==> src/rtl/id_ex_operand_stage_pkg.sv <==
// rtl/id_ex_operand_stage_pkg.sv - shared constants and update-command type for the ID/EX stage
package id_ex_operand_stage_pkg;

    localparam int DW_DEF = 32;
    localparam int AW_DEF = 5;
    localparam int TW_DEF = 2;

    localparam logic [31:0] NOP_INSTR = 32'h0000_0000;
    localparam logic [4:0]  REG_ZERO  = 5'd0;
    localparam logic [1:0]  TNEW_ZERO = 2'd0;

    typedef enum logic [1:0] {
        UPD_LOAD = 2'd0,
        UPD_HOLD = 2'd1,
        UPD_NOP  = 2'd2
    } upd_e;

    // Flush beats hold so a killed instruction never survives a stall.
    function automatic upd_e upd_select(input logic flush, input logic hold, input logic bubble);
        if (flush) begin
            return UPD_NOP;
        end else if (hold) begin
            return UPD_HOLD;
        end else if (bubble) begin
            return UPD_NOP;
        end
        return UPD_LOAD;
    endfunction

endpackage

==> src/rtl/operand_fwd_mux.sv <==
// rtl/operand_fwd_mux.sv - per-operand MEM/WB forwarding select for the E stage
module operand_fwd_mux #(
    parameter int DW = 32,
    parameter int AW = 5
) (
    input  logic [AW-1:0] r,
    input  logic [DW-1:0] captured,
    input  logic          m_we,
    input  logic [AW-1:0] m_addr,
    input  logic [DW-1:0] m_data,
    input  logic          w_we,
    input  logic [AW-1:0] w_addr,
    input  logic [DW-1:0] w_data,
    output logic [DW-1:0] value
);

    // $zero reads as 0 whatever a producer claims to write there.
    always_comb begin
        value = captured;
        if (r == '0) begin
            value = '0;
        end else if (m_we && (m_addr == r)) begin
            value = m_data;
        end else if (w_we && (w_addr == r)) begin
            value = w_data;
        end
    end

endmodule

==> src/rtl/id_ex_operand_stage.sv <==
// rtl/id_ex_operand_stage.sv - ID/EX pipeline register with hold refresh and operand forwarding
module id_ex_operand_stage
    import id_ex_operand_stage_pkg::*;
#(
    parameter int DW = DW_DEF,
    parameter int AW = AW_DEF,
    parameter int TW = TW_DEF
) (
    input  logic          clk,
    input  logic          reset,
    input  logic          hold_i,
    input  logic          bubble_i,
    input  logic          flush_i,
    input  logic          id_valid,
    input  logic [DW-1:0] id_pc,
    input  logic [DW-1:0] id_instr,
    input  logic [AW-1:0] id_rs,
    input  logic [AW-1:0] id_rt,
    input  logic [AW-1:0] id_dst,
    input  logic [DW-1:0] id_rd1,
    input  logic [DW-1:0] id_rd2,
    input  logic [DW-1:0] id_imm,
    input  logic [TW-1:0] id_tnew,
    input  logic          m_we,
    input  logic [AW-1:0] m_addr,
    input  logic [DW-1:0] m_data,
    input  logic          w_we,
    input  logic [AW-1:0] w_addr,
    input  logic [DW-1:0] w_data,
    output logic          ex_valid,
    output logic [DW-1:0] ex_pc,
    output logic [DW-1:0] ex_instr,
    output logic [AW-1:0] ex_rs,
    output logic [AW-1:0] ex_rt,
    output logic [AW-1:0] ex_dst,
    output logic [DW-1:0] ex_imm,
    output logic [DW-1:0] ex_rs_val,
    output logic [DW-1:0] ex_rt_val,
    output logic [TW-1:0] ex_tnew
);

    upd_e          upd;
    logic [DW-1:0] rs_cap;
    logic [DW-1:0] rt_cap;
    logic          rs_wb_hit;
    logic          rt_wb_hit;
    logic [TW-1:0] tnew_next;

    always_comb begin
        upd = upd_select(flush_i, hold_i, bubble_i);
    end

    // A WB write landing while E is frozen must end up in the captured copy,
    // otherwise the value would go stale once WB moves on.
    assign rs_wb_hit = w_we && (w_addr == ex_rs) && (ex_rs != '0);
    assign rt_wb_hit = w_we && (w_addr == ex_rt) && (ex_rt != '0);

    assign tnew_next = (id_tnew == '0) ? '0 : id_tnew - 1'b1;

    always_ff @(posedge clk or negedge reset) begin
        if (!reset) begin
            ex_valid <= 1'b0;
            ex_pc    <= '0;
            ex_instr <= '0;
            ex_rs    <= '0;
            ex_rt    <= '0;
            ex_dst   <= '0;
            ex_imm   <= '0;
            rs_cap   <= '0;
            rt_cap   <= '0;
            ex_tnew  <= '0;
        end else begin
            case (upd)
                UPD_LOAD: begin
                    ex_valid <= id_valid;
                    ex_pc    <= id_pc;
                    ex_instr <= id_instr;
                    ex_rs    <= id_rs;
                    ex_rt    <= id_rt;
                    ex_dst   <= id_valid ? id_dst : '0;
                    ex_imm   <= id_imm;
                    rs_cap   <= id_rd1;
                    rt_cap   <= id_rd2;
                    ex_tnew  <= tnew_next;
                end
                UPD_HOLD: begin
                    if (rs_wb_hit) begin
                        rs_cap <= w_data;
                    end
                    if (rt_wb_hit) begin
                        rt_cap <= w_data;
                    end
                end
                default: begin
                    ex_valid <= 1'b0;
                    ex_pc    <= '0;
                    ex_instr <= '0;
                    ex_rs    <= '0;
                    ex_rt    <= '0;
                    ex_dst   <= '0;
                    ex_imm   <= '0;
                    rs_cap   <= '0;
                    rt_cap   <= '0;
                    ex_tnew  <= '0;
                end
            endcase
        end
    end

    operand_fwd_mux #(.DW(DW), .AW(AW)) u_fwd_rs (
        .r        (ex_rs),
        .captured (rs_cap),
        .m_we     (m_we),
        .m_addr   (m_addr),
        .m_data   (m_data),
        .w_we     (w_we),
        .w_addr   (w_addr),
        .w_data   (w_data),
        .value    (ex_rs_val)
    );

    operand_fwd_mux #(.DW(DW), .AW(AW)) u_fwd_rt (
        .r        (ex_rt),
        .captured (rt_cap),
        .m_we     (m_we),
        .m_addr   (m_addr),
        .m_data   (m_data),
        .w_we     (w_we),
        .w_addr   (w_addr),
        .w_data   (w_data),
        .value    (ex_rt_val)
    );

endmodule

==> config.mk <==
export PLATFORM = sky130hd
export DESIGN_NAME = id_ex_operand_stage
export DESIGN_NICKNAME = d
export VERILOG_FILES = /design/src/rtl/id_ex_operand_stage_pkg.sv /design/src/rtl/operand_fwd_mux.sv /design/src/rtl/id_ex_operand_stage.sv
export SDC_FILE = /design/constraint.sdc
export NUM_CORES = 1
export LEC_CHECK = 0
export ABC_CLOCK_PERIOD_IN_PS = 2800
export CORE_ASPECT_RATIO = 0.7
export CORE_MARGIN = 10
export CORE_UTILIZATION = 42
export CTS_BUF_LIST = sky130_fd_sc_hd__clkbuf_16
export DETAILED_ROUTE_END_ITERATION = 6
export HOLD_SLACK_MARGIN = 0.06
export PLACE_DENSITY = 0.87
export SLEW_MARGIN = 20
export SYNTH_ARGS = -nofsm -noshare
export SYNTH_HDL_FRONTEND = slang
export SYNTH_SLANG_ARGS = --single-unit
==> constraint.sdc <==
create_clock -name clk -period 2.8 [get_ports clk]
set_input_delay 0.56 -clock clk [delete_from_list [all_inputs] [get_ports clk]]
set_output_delay 0.56 -clock clk [all_outputs]
set_load 0.1 [all_outputs]
---- Yosys cells after proc, flatten, opt, wreduce, memory -nomap -nowiden ----
Index checks and enable logic that the tools add are counted.
storage, ports and cells
  register bits after elaboration ......... 178
  latch bits .............................. 0
  bits in writable memories ............... 0
  memory bits (read-only) ................. 0
  output and inout port bits .............. 178
  logic and storage cells ................. 57
  memories kept ........................... 0
cells by class
  add/subtract/negate cells ............... 1
  $mul .................................... 0
  div/mod/pow operators ................... 0
  magnitude comparators ................... 0
  equal/unequal tests ..................... 7
  shifts and indexed selects .............. 0
  multiplexer cells ....................... 27
  bitwise gates (word level) .............. 0
  reductions and logical operators ........ 12
operators with widths
  operator             number
  $pmux 32 s2          5
  $mux 32              8
  $pmux 5 s2           3
  $eq 5x5->1           4
  $logic_not 5->1      2
  $mux 2               5
  $reduce_bool 5->1    2
  $logic_and 1x1->1    6
  $mux 5               1
  $logic_not 2->1      2
  $ne 2x2->1 const B   2
  $pmux 2 s2           1
  $mux 1               3
  $eq 2x1->1 const B   1
  $pmux 1 s2           1
  $sub 2x1->2 const B  1

---- Logic depth before layout (Yosys ltp) ----
Gate-level depths: netlist (run 1).
  depth in word-level cells ............... 6
  depth in mapped cells ................... 7
  gate-level depth less buffers ........... 4

---- By module ----
From an unflattened synthesis (run 1), not the netlist that was laid out.
unflattened totals
  cells, all modules ...................... 982
  area, all modules ....................... 10079.7 sq um
by module, submodules not included
  module               times used  cells an instance  area each (sq um)  seq. area each (sq um)
  id_ex_operand_stage  1           590                7577.3             4454.3
  operand_fwd_mux      2           196                1251.2             0.0

---- Worst setup path after synthesis (run 1) ----
No wires, ideal clock.
  kind .................................... flip-flop to output port
  start ................................... register ex_rs[2]
  end ..................................... output ex_rs_val[11]
  data arrival time ....................... 4364 ps
  data required time ...................... 2240 ps
  slack ................................... -2124 ps
  cell stages (with the launch flop) ...... 7
  path buffers ............................ 2
  cells stage by stage .................... dfrtp_1 > xnor2_1 > nand4_1 > buf_2 > buf_2 > or3_1 > a311oi_1
on the way
  cells in the longest elaborated chain, start to end .. 5
  elaborated cells on any way between the ends .. 8
RTL lines
  element                 RTL line                   RTL
  start, declared         id_ex_operand_stage.sv:33  output logic [AW-1:0] ex_rs,
  start signal, assigned  id_ex_operand_stage.sv:78  ex_rs <= id_rs;
  $eq 5x5->1              operand_fwd_mux.sv:24      end else if (w_we && (w_addr == r)) begin
  $logic_and 1x1->1       operand_fwd_mux.sv:24
  $mux 32                 operand_fwd_mux.sv:24
  $mux 32                 operand_fwd_mux.sv:22      end else if (m_we && (m_addr == r)) begin
  $mux 32 (*)             operand_fwd_mux.sv:20      if (r == '0) begin
  end, declared           id_ex_operand_stage.sv:37  output logic [DW-1:0] ex_rs_val,
Mark *: on every way between the ends. The rest lies on a longest branch, timed or not.

---- Final worst setup path (run 1) ----
  start ................................... input w_addr[3]
  end ..................................... output ex_rs_val[20]
on the way
  cells in the longest elaborated chain, start to end .. 5
RTL lines
  element            RTL line                   RTL
  start, declared    id_ex_operand_stage.sv:28  input logic [AW-1:0] w_addr,
  $eq 5x5->1         operand_fwd_mux.sv:24
  $logic_and 1x1->1  operand_fwd_mux.sv:24
  $mux 32            operand_fwd_mux.sv:24
  $mux 32            operand_fwd_mux.sv:22
  $mux 32            operand_fwd_mux.sv:20
No other way between the ends.

==> results of run 1 <==
metal layers:
layer	GRT usage	vias to the layer above	wire [µm]
li1	-	4320	-
met1	0.3634	5178	18030
met2	0.5228	738	24490
met3	0.08333	165	4411
met4	0.1616	2	2467
met5	0	-	13
worst max path at each step:
stage,startpoint,end,slack [ps],depth (start not counted)
4_1_cts,ex_rs[2]$_DFFE_PN0P_,ex_rs_val[11],-300,7
3_3_place_gp,w_addr[4],ex_rs_val[21],-440,7
5_1_grt,ex_rs[1]$_DFFE_PN0P_,ex_rs_val[20],-440,7
2_1_floorplan,ex_rs[4]$_DFFE_PN0P_,ex_rs_val[18],-370,6
6_report,w_addr[3],ex_rs_val[20],-380,9
3_5_place_dp,w_addr[1],ex_rs_val[27],-530,7
stage by stage:
step                      setup WS, ps  hold WS (ps)  TNS, ps  power, W  std cells
final                           -380.0         142.2   -17830  0.008384       1674
after global routing            -438.2         169.4   -20630  0.008617       1674
after CTS                       -295.4         147.9   -13540  0.008313       1646
after detailed placement        -527.1         484.5   -30490  0.005711       1592
after global placement          -441.0         467.7   -25230  0.005661       1592
after floorplan                 -365.3         264.4   -18160  0.004496        863
worst register-to-register path: stages, from the launching register on:
cell	delay, ps
dfrtp_4	540
buf_6	140
or4_4	500
nor2_4	160
buf_6	150
clkbuf_16	170
buf_4	130
o31ai_4	70
buf_12	230
mux2_4	350
repair_timing:
item	CTS	global route
resized for setup	73	31
setup buffers	18	10
setup endpoints to repair	64	64
gates cloned	4	3
pin swaps	36	33
cell usage in the layout, fill, tap and decap left out, types with 10 or more instances in the layout:
cell and instances:
clkdlybuf4s50_1 246, a22o_1 171, buf_4 170, dfrtp_1 168
buf_12 100, nor3_1 63, mux2_4 60, o21ai_0 52
a311oi_4 51, or3_4 37, nand2_1 34, clkbuf_16 20
diode_2 17, buf_6 15, or3_1 14, nor2_1 13
a211oi_4 13, o21ai_1 12, xnor2_4 10, dfrtp_4 10
area by class of cell:
class | instances | area (µm²) | area share
Multi-Input combinational cell | 585 | 6269 | 0.3484
Timing Repair Buffer | 550 | 6193 | 0.3442
Sequential cell | 178 | 4492 | 0.2496
Clock buffer | 17 | 425.4 | 0.02364
Tap cell | 312 | 390.4 | 0.02170
Clock inverter | 15 | 181.4 | 0.01008
Antenna cell | 17 | 42.54 | 0.002364
sequential cells by signal, summed over array words and instances (netlist names):
name,flops
ex_valid,1
ex_tnew,2
rt_cap,32
ex_imm,32
ex_rs,5
ex_pc,32
ex_instr,32
rs_cap,32
ex_dst,5
ex_rt,5
kinds of logic (layout without fill, tap and decap cells):
family          after synthesis  in the layout  synth area share
compound gates              321            321            0.2688
xor+xnor                     20             20           0.01979
buf+inv                     100            582           0.04804
flops                       178            178            0.4635
mux                          64             64           0.09842
other cells                   0             17                 0
simple gates                180            180            0.1014
power by group through the flow:
stage                     Clock (W)  Combinational, W  Sequential (W)
after floorplan                   0           0.00123         0.00326
after global placement            0           0.00282         0.00284
after detailed placement          0           0.00287         0.00284
after CTS                   0.00252           0.00299         0.00280
after global routing        0.00265           0.00315         0.00282
final                       0.00251           0.00307         0.00280
==> flow_summary.ini, run 1 <==
[timing]
hold_viol_final = 0
setup_viol = 64
rsz0062_at_grt = yes
timing.final.ws_setup_ps = -380.0
drv_slew = 0
worst_clock_skew_ps = 10.20
finalCriticalPeriod_ps = 3180
max_freq_mhz = 314.5
slew_headroom = 0.5815
worstMarginPinSlew_ps = 621.2
fin_crit_sh = 1.136

[worst_setup_path]
cp.required_ps = 2240
worstReg2RegEnd = rt_cap[11]$_DFFE_PN0P_
crit_path_top_delay_cell = or3_1
crit_fanout = 9
start_kind = primary input
cpLargestDelayFamily = buffers and inverters
slowest_delay_ps = 390
end_kind = output pin
crit_buf_inv = 5
worstRegToRegCells = 9
path_cells = dlygate4sd2_1 -> buf_6 -> xnor2_4 -> nand4_1 -> buf_6 -> buf_12 -> or3_1 -> a311oi_4 -> buf_12
cp.arrival_ps = 2620
rrSetupSlack_ps = 240
reg2reg_from = ex_rt[4]$_DFFE_PN0P_
path_class = primary input to output pin

[power]
power_frac_seq = 0.335
p_int_w = 0.005245
clockPowerShare = 0.299
powerDensity_nw_per_um2 = 465.9
netSwitchingFraction = 0.3744
net-switching-power_w = 0.003139
leakagePower_nw = 7.453
p_comb_frac = 0.366
ir_drop_mv = 0.4379

[synth]
synthTopCellsByCount = dfrtp_1 (178), a22o_1 (171), nor3_1 (65), o21ai_0 (65), clkbuf_1 (64)
syn_area_um2 = 9610
synthTopCellsByArea = dfrtp_1 (46%), a22o_1 (16%), mux2_4 (9.4%)
async_flop_share = 1.000
synth_most_common_cell = dfrtp_1
ys_warn_count = 0
syn_area_per_cell_um2 = 11.14
syn_inst = 863
synth_cell_types = 30
synth_top_area_frac = 0.4635
synth_seq_area_share = 0.4635
yosys_most_used_dff = dfrtp_1
synth_nets = 1122
yosysTopAreaCell = dfrtp_1
ys_ff_latch = 178
synth_edf_count = 0

[clock_network]
root_buffer = clkbuf_16
clockBufferDepth = 2
cts_tree = built
path_clk_slew_ps = 70
clock_latency_ps = 440
cts.sinks = 178
cts_buffers = 17
hold_buffers = 0
htreeDepth = 4

[cells_and_area]
area_growth_pct = 87.23
fin_util = 0.7975
final_nets = 1591
finalInstanceArea_um2 = 17990
fill_cells = 1239
drive_gt1_frac = 0.4037

[placed_design]
post_dp_cell_area_um2 = 16550
gp_congestion = 0.8709
post-dp-hpwl_mm = 35.09
io_buffer_count = 436

[die]
die_h_um = 146.6
core_area_um2 = 22560
die-width_um = 200.8
start_util = 0.4260
io_pins = 437
core.rowCount = 46
dieArea_um2 = 29430

[global_route]
grt_pass1_vias = 10820
overflow = 0
grt_max_degree = 68
grt_pass1_wl_mm = 70.77
grtUsageTotal = 0.3125
antenna_found_initial = 18

[outcome]
violations = negative setup slack
outcome = finished, violations left

[routing]
drtIter0Drc = 1089
wl_per_cell_um = 29.52
wl_mm = 49.41
route.detailed.drc = 0
vias = 10400
ant_nets = 0
via_per_inst = 6.214
dr.pass1.iters = 5

[job]
cap_violations = 0

[worst_hold_path]
hp-class = primary input to asynchronous set/reset pin
Note: power is estimated with default switching activity, not from simulation.
==> run 2, diff against run 1 <==
--- a/config.mk
+++ b/config.mk
@@ -5,14 +5,16 @@
 export SDC_FILE = /design/constraint.sdc
 export NUM_CORES = 1
 export LEC_CHECK = 0
+export ABC_AREA = 1
 export ABC_CLOCK_PERIOD_IN_PS = 2800
 export CORE_ASPECT_RATIO = 0.7
 export CORE_MARGIN = 10
-export CORE_UTILIZATION = 42
+export CORE_UTILIZATION = 43
 export CTS_BUF_LIST = sky130_fd_sc_hd__clkbuf_16
 export DETAILED_ROUTE_END_ITERATION = 6
 export HOLD_SLACK_MARGIN = 0.06
-export PLACE_DENSITY = 0.87
+export PLACE_DENSITY = 0.88
+export SKIP_LAST_GASP = 1
 export SLEW_MARGIN = 20
 export SYNTH_ARGS = -nofsm -noshare
 export SYNTH_HDL_FRONTEND = slang
==> run 2 against run 1 <==
  * The flow still finishes with violations (negative setup slack)
  * Register-to-register slack better by 640 ps
  * Total power down 8.1%
  * Synthesized cell count increased by 53%
  * Flip-flop and latch count stayed put
  * Sequential power is essentially flat
==> flow_summary.ini, run 2 <==
[outcome]
outcome = finished, violations left
violations = negative setup slack

[timing]
max_freq_mhz = 350.5
drv_slew = 0
timing.final.ws_setup_ps = -53.44
fin_crit_sh = 1.019
hold_viol_final = 0
slew_headroom = 0.6041
rsz0062_at_grt = yes
worstMarginPinSlew_ps = 593.9
worst_clock_skew_ps = 8.660
setup_viol = 2
finalCriticalPeriod_ps = 2853

[routing]
vias = 11640
via_per_inst = 5.598
route.detailed.drc = 0
drtIter0Drc = 1516
dr.pass1.iters = 6
wl_per_cell_um = 22.10
wl_mm = 45.95
ant_nets = 0

[die]
start_util = 0.4342
dieArea_um2 = 29250
die-width_um = 200.2
die_h_um = 146.1
io_pins = 437
core_area_um2 = 22500
core.rowCount = 46

[worst_setup_path]
path_class = flop to output pin
cp.required_ps = 2240
end_kind = output pin
reg2reg_from = ex_rs[4]$_DFFE_PN0P_
start_kind = flop
crit_fanout = 32
cp.arrival_ps = 2290
crit_path_start = ex_rt[2]$_DFFE_PN0P_

[clock_network]
clock_latency_ps = 430
clockBufferDepth = 2
path_clk_slew_ps = 70
hold_buffers = 0
htreeDepth = 4
cts_buffers = 17
root_buffer = clkbuf_16
cts_tree = built
cts.sinks = 178

[synth]
synth_seq_area_share = 0.4559
yosys_most_used_dff = dfrtp_1
synth_most_common_cell = nand2_1
syn_area_um2 = 9771
synth_top_area_frac = 0.4559
async_flop_share = 1.000
synth_compound_area_frac = 0.1352
synthTopCellsByArea = dfrtp_1 (46%), nand2_1 (15%), nand3_1 (10%)
yosys.area_share.simple = 0.3167
synthAdderAreaFrac = 0
synthMuxAreaShare = 0
synth_top_family_by_area = simple AND/OR/NAND/NOR gates
ys_warn_count = 0
synth_cell_types = 21
yosysTopAreaCell = dfrtp_1
syn_inst = 1323
synth_nets = 1582
synthTopCellsByCount = nand2_1 (390), nand3_1 (198), dfrtp_1 (178)
syn_area_per_cell_um2 = 7.385
ys_ff_latch = 178
synth_edf_count = 0
synth_xor_area_frac = 0

[cells_and_area]
finalNonFillerCells = 2079
final_nets = 2007
layout_common_cells = nand2_1 (376), clkdlybuf4s50_1 (247), nand3_1 (187)
area_growth_pct = 64.86
drive_gt1_frac = 0.2101
final_common_cell = nand2_1

[job]
cap_violations = 0

[global_route]
grtUsageTotal = 0.2903
grt_busiest_layer = met2
overflow = 0
grt_pass1_vias = 10880
grt_util_met2 = 0.4644
grt_max_degree = 96
grt_use_met1 = 0.3802
antenna_found_initial = 5
grt_pass1_wl_mm = 67.27
use_met3 = 0.08223

[power]
power_frac_seq = 0.362
ir_drop_mv = 0.3963
powerDensity_nw_per_um2 = 478.2
netSwitchingFraction = 0.3776
p_int_w = 0.004794
power_w = 0.007703
p_comb_frac = 0.333
clockPowerShare = 0.304
leakagePower_nw = 8.279
net-switching-power_w = 0.002909

[placed_design]
io_buffer_count = 436
dp_cells = 2017
gp_congestion = 0.9873
post-dp-hpwl_mm = 32.32

[worst_hold_path]
hp-class = primary input to asynchronous set/reset pin
-- run 2: cell count changes after synthesis, sizes merged, moves of 18 or more --
cell,before,now
nand2,36,392
a22o,171,96
xnor2,18,0
buf,34,53
inv,0,124
nor3,65,2
a311oi,51,0
nand3,0,202
mux2,64,0
or3,51,0
clkbuf,66,40
nor2,15,147
-- run 2: cell families after synthesis --
kind of cell           Yosys count
DFF                            178
and+or+nand+nor                743
AOI/OAI and AO/OA              184
buffers and inverters          218
-- run 2: critical path, stage by stage, from the launching register on --
cell and delay (ps):
dfrtp_2 440, inv_1 110, nand2_1 100, nand2_1 80
nor2_1 180, nand3_4 160, buf_12 200, nor2_1 180
nor2_1 70, nand2_1 80, inv_1 60, buf_12 160
-- run 2: power groups by stage --
stage / Clock (W) / Sequential, W / Combinational [W]
after global routing: 0.00247 / 0.00280 / 0.00268
after CTS: 0.00236 / 0.00278 / 0.00251
final: 0.00234 / 0.00279 / 0.00257
after floorplan: 0 / 0.00326 / 0.000947
after global placement: 0 / 0.00282 / 0.00243
after detailed placement: 0 / 0.00283 / 0.00246
-- run 2: layout make-up --
class | instances | area, µm²
Inverter | 125 | 474.2
Multi-Input combinational cell | 927 | 4581
Timing Repair Buffer | 499 | 5619
Sequential cell | 178 | 4467
Fill cell | 1683 | 6396
Tap cell | 312 | 390.4
Antenna cell | 6 | 15.01
Clock buffer | 17 | 425.4
Clock inverter | 15 | 136.4
-- run 2: worst paths after layout --
check | end | slack (ps) | depth (start not counted)
worst max-delay path | ex_rt_val[16] | -50 | 11
worst min-delay path | rt_cap[5]$_DFFE_PN0P_ | 100 | 1
worst max register to register | rs_cap[29]$_DFFE_PN0P_ | 880 | 10
worst min register to register | ex_tnew[0]$_DFFE_PN0P_ | 500 | 1
max in group asynchronous | ex_imm[27]$_DFFE_PN0P_ | 1950 | 2
min in group clk | ex_tnew[0]$_DFFE_PN0P_ | 500 | 1
-- run 2: what timing repair did --
item | 4_1_cts | 5_1_grt
resized for setup | 42 | 59
buffers inserted | 12 | 5
pin swaps | 9 | 19
gates cloned | 6 | 4
setup endpoints to repair | 64 | 64
-- run 2: routing by layer --
layer  wire length [µm]  share of wire  up-vias
met3               5335           0.12       86
li1                   -              -     5161
met4               1038          0.023        0
met5                  0              0        -
met1              17930           0.39     5540
met2              21650           0.47      852
-- run 2: through the flow --
stage | hold WS [ps] | setup slack (ps) | cell area, µm² | setup TNS (ps) | utilization
final | 104.1 | -53.44 | 16110 | -68.97 | 0.7158
after global routing | 131.9 | -112.2 | 16110 | -4138 | 0.7157
after CTS | 116.3 | 1.533 | 15900 | 0 | 0.7066
after detailed placement | 482.3 | -89.23 | 14990 | -2338 | 0.6660
after global placement | 477.2 | -86.38 | 14990 | -1700 | 0.6660
after floorplan | 264.4 | 65.87 | 9783 | 0 | -
==> run 3, diff against run 2 <==
--- a/config.mk
+++ b/config.mk
@@ -13,7 +13,7 @@
 export CTS_BUF_LIST = sky130_fd_sc_hd__clkbuf_16
 export DETAILED_ROUTE_END_ITERATION = 6
 export HOLD_SLACK_MARGIN = 0.06
-export PLACE_DENSITY = 0.88
+export PLACE_DENSITY_LB_ADDON = 0.3
 export SKIP_LAST_GASP = 1
 export SLEW_MARGIN = 20
 export SYNTH_ARGS = -nofsm -noshare
==> constraint.sdc (replaced) <==
create_clock -name clk -period 2.8 [get_ports clk]
set_input_delay 0.56 -clock clk [delete_from_list [all_inputs] [get_ports clk]]
set_output_delay 0.56 -clock clk [all_outputs]
set_load 0.02 [all_outputs]
==> run 3 against run 2 <==
  * Sequential power about the same
  * Clock power up 2%
  * Setup slack better by 140 ps
  * Highest routed layer unchanged
  * The run now ends clean
==> flow_summary.ini, run 3 (same netlist as run 2, synthesis figures left out) <==
[worst_setup_path]
crit_fanout = 15
crit_buf_inv = 5
path_cells = buf_4 -> nand2_1 -> nand2_1 -> nor2_1 -> nand3_1 -> buf_12 -> buf_12 -> nand2_1 -> nand3_1 -> nand2_1 -> inv_1 -> buf_4
path_class = flop to output pin
cp_common_cell = nand2_1
start_kind = flop
cpLargestDelayFamily = buffers and inverters
end_kind = output pin
cp.arrival_ps = 2150
crit_path_top_delay_cell = dfrtp_2
cp.required_ps = 2240
slowest_delay_ps = 440

[die]
start_util = 0.4342
core_area_um2 = 22500
io_pins = 437
dieArea_um2 = 29250
core.rowCount = 46
die-width_um = 200.2
die_h_um = 146.1

[cells_and_area]
area_growth_pct = 60.11
final_common_cell = nand2_1
finalNonFillerCells = 2097
layout_common_cells = nand2_1 (384), clkdlybuf4s50_1 (360), nand3_1 (190)
drive_gt1_frac = 0.1327
multi_input_area_um2 = 4541
seqCellArea_um2 = 4463
fill_cells = 1811
final_nets = 2027

[outcome]
outcome = completed

[clock_network]
cts_tree = built
cts_buffers = 17
cts.sinks = 178
clock_latency_ps = 440
root_buffer = clkbuf_16
path_clk_slew_ps = 70
htreeDepth = 4
clockBufferDepth = 2

[power]
power_w = 0.006856
ir_drop_mv = 0.4012
powerDensity_nw_per_um2 = 438.3
leakagePower_nw = 8.087

[global_route]
grt_pass1_vias = 10760
grtUsageTotal = 0.2908
grt_pass1_wl_mm = 66.61
overflow = 0
grt_max_degree = 75
antenna_found_initial = 3

[job]
cap_violations = 0

[placed_design]
io_buffer_count = 436
dp_cells = 2040
dp_slack_ps = -590.6
post-dp-hpwl_mm = 33.26
gp_congestion = 0.9339

[timing]
fin_crit_sh = 0.9695
worst_clock_skew_ps = 13.13
max_freq_mhz = 368.4
setup_viol = 0
slew_headroom = 0.5722
drv_slew = 0
worstMarginPinSlew_ps = 641.7
hold_viol_final = 0
timing.final.ws_setup_ps = 85.49
finalCriticalPeriod_ps = 2715
tns_ps = 0

[routing]
ant_nets = 0
vias = 11260
wl_mm = 45.12
route.detailed.drc = 0
drtIter0Drc = 1279
dr.pass1.iters = 5
wl_per_cell_um = 21.52
via_per_inst = 5.371

[worst_hold_path]
hp-class = primary input to asynchronous set/reset pin
[run 3: cell types whose count changed in the layout (fill, tap and decap cells not counted), sizes merged]
cell / delta
dlymetal6s2s: +3
inv: -5
clkinv: +2
clkdlybuf4s50: +113
bufinv: +2
buf: -96
dlygate4sd2: -2
bufbuf: +1
clkbuf: +1
clkinvlp: -1
[run 3: what timing repair did]
action | 4_1_cts | 5_1_grt
gates resized for setup | 282 | 54
hold buffers | 0 | 0
endpoints found under the setup margin | 63 | 64
setup buffers | 6 | 7
cloned | 2 | 6
pin swaps | 9 | 15
[run 3: worst register-to-register path: cells and delay by family (launching register included)]
family,cells,cell delay [ps]
buf+inv,5,860
flops,1,430
simple gates,6,580
[run 3: final timing paths]
path	from	to	cells after the start	slack [ps]
worst max-delay path	ex_rs[0]$_DFFE_PN0P_	ex_rs_val[15]	12	90
worst min-delay path	reset	ex_instr[29]$_DFFE_PN0P_	1	100
worst max register to register	ex_rt[2]$_DFFE_PN0P_	rt_cap[15]$_DFFE_PN0P_	11	860
worst min register to register	ex_dst[2]$_DFFE_PN0P_	ex_dst[2]$_DFFE_PN0P_	1	490
max in group asynchronous	reset	rt_cap[15]$_DFFE_PN0P_	2	1900
min in group clk	ex_dst[2]$_DFFE_PN0P_	ex_dst[2]$_DFFE_PN0P_	1	490
[run 3: per-layer routing]
metal	wire length [µm]	vias to the layer above	global-route usage
met1	18360	5412	0.3775
met3	4758	64	0.08333
met5	0	-	0
met2	21060	593	0.4649
met4	940	0	0.07912
li1	-	5193	-
[run 3: area by class of cell]
type,count,share of cell area
clock inverter,13,0.008718
sequential,178,0.2853
antenna,6,0.0009598
clock buffer,17,0.02719
inverter,125,0.03031
timing repair buffer,519,0.3323
multi-input combinational,927,0.2902
tap,312,0.02495
[run 3: where the power goes]
group / leakage (nW) / switching, W / total [W] / internal, W
Clock: 0.275 / 0.00109 / 0.00239 / 0.00131
Sequential: 2.39 / 0.0000788 / 0.00278 / 0.00270
Combinational: 5.42 / 0.000893 / 0.00168 / 0.000789
Total: 8.09 / 0.00206 / 0.00686 / 0.00480
[run 3: through the flow]
step	util	instance area, µm²	hold WS, ps
final	0.6952	15640	102.7
after global routing	0.6945	15630	140.2
after CTS	0.6787	15270	129.5
after detailed placement	0.6611	14880	479.5
after global placement	0.6611	14880	472.5
after floorplan	-	9771	264.4
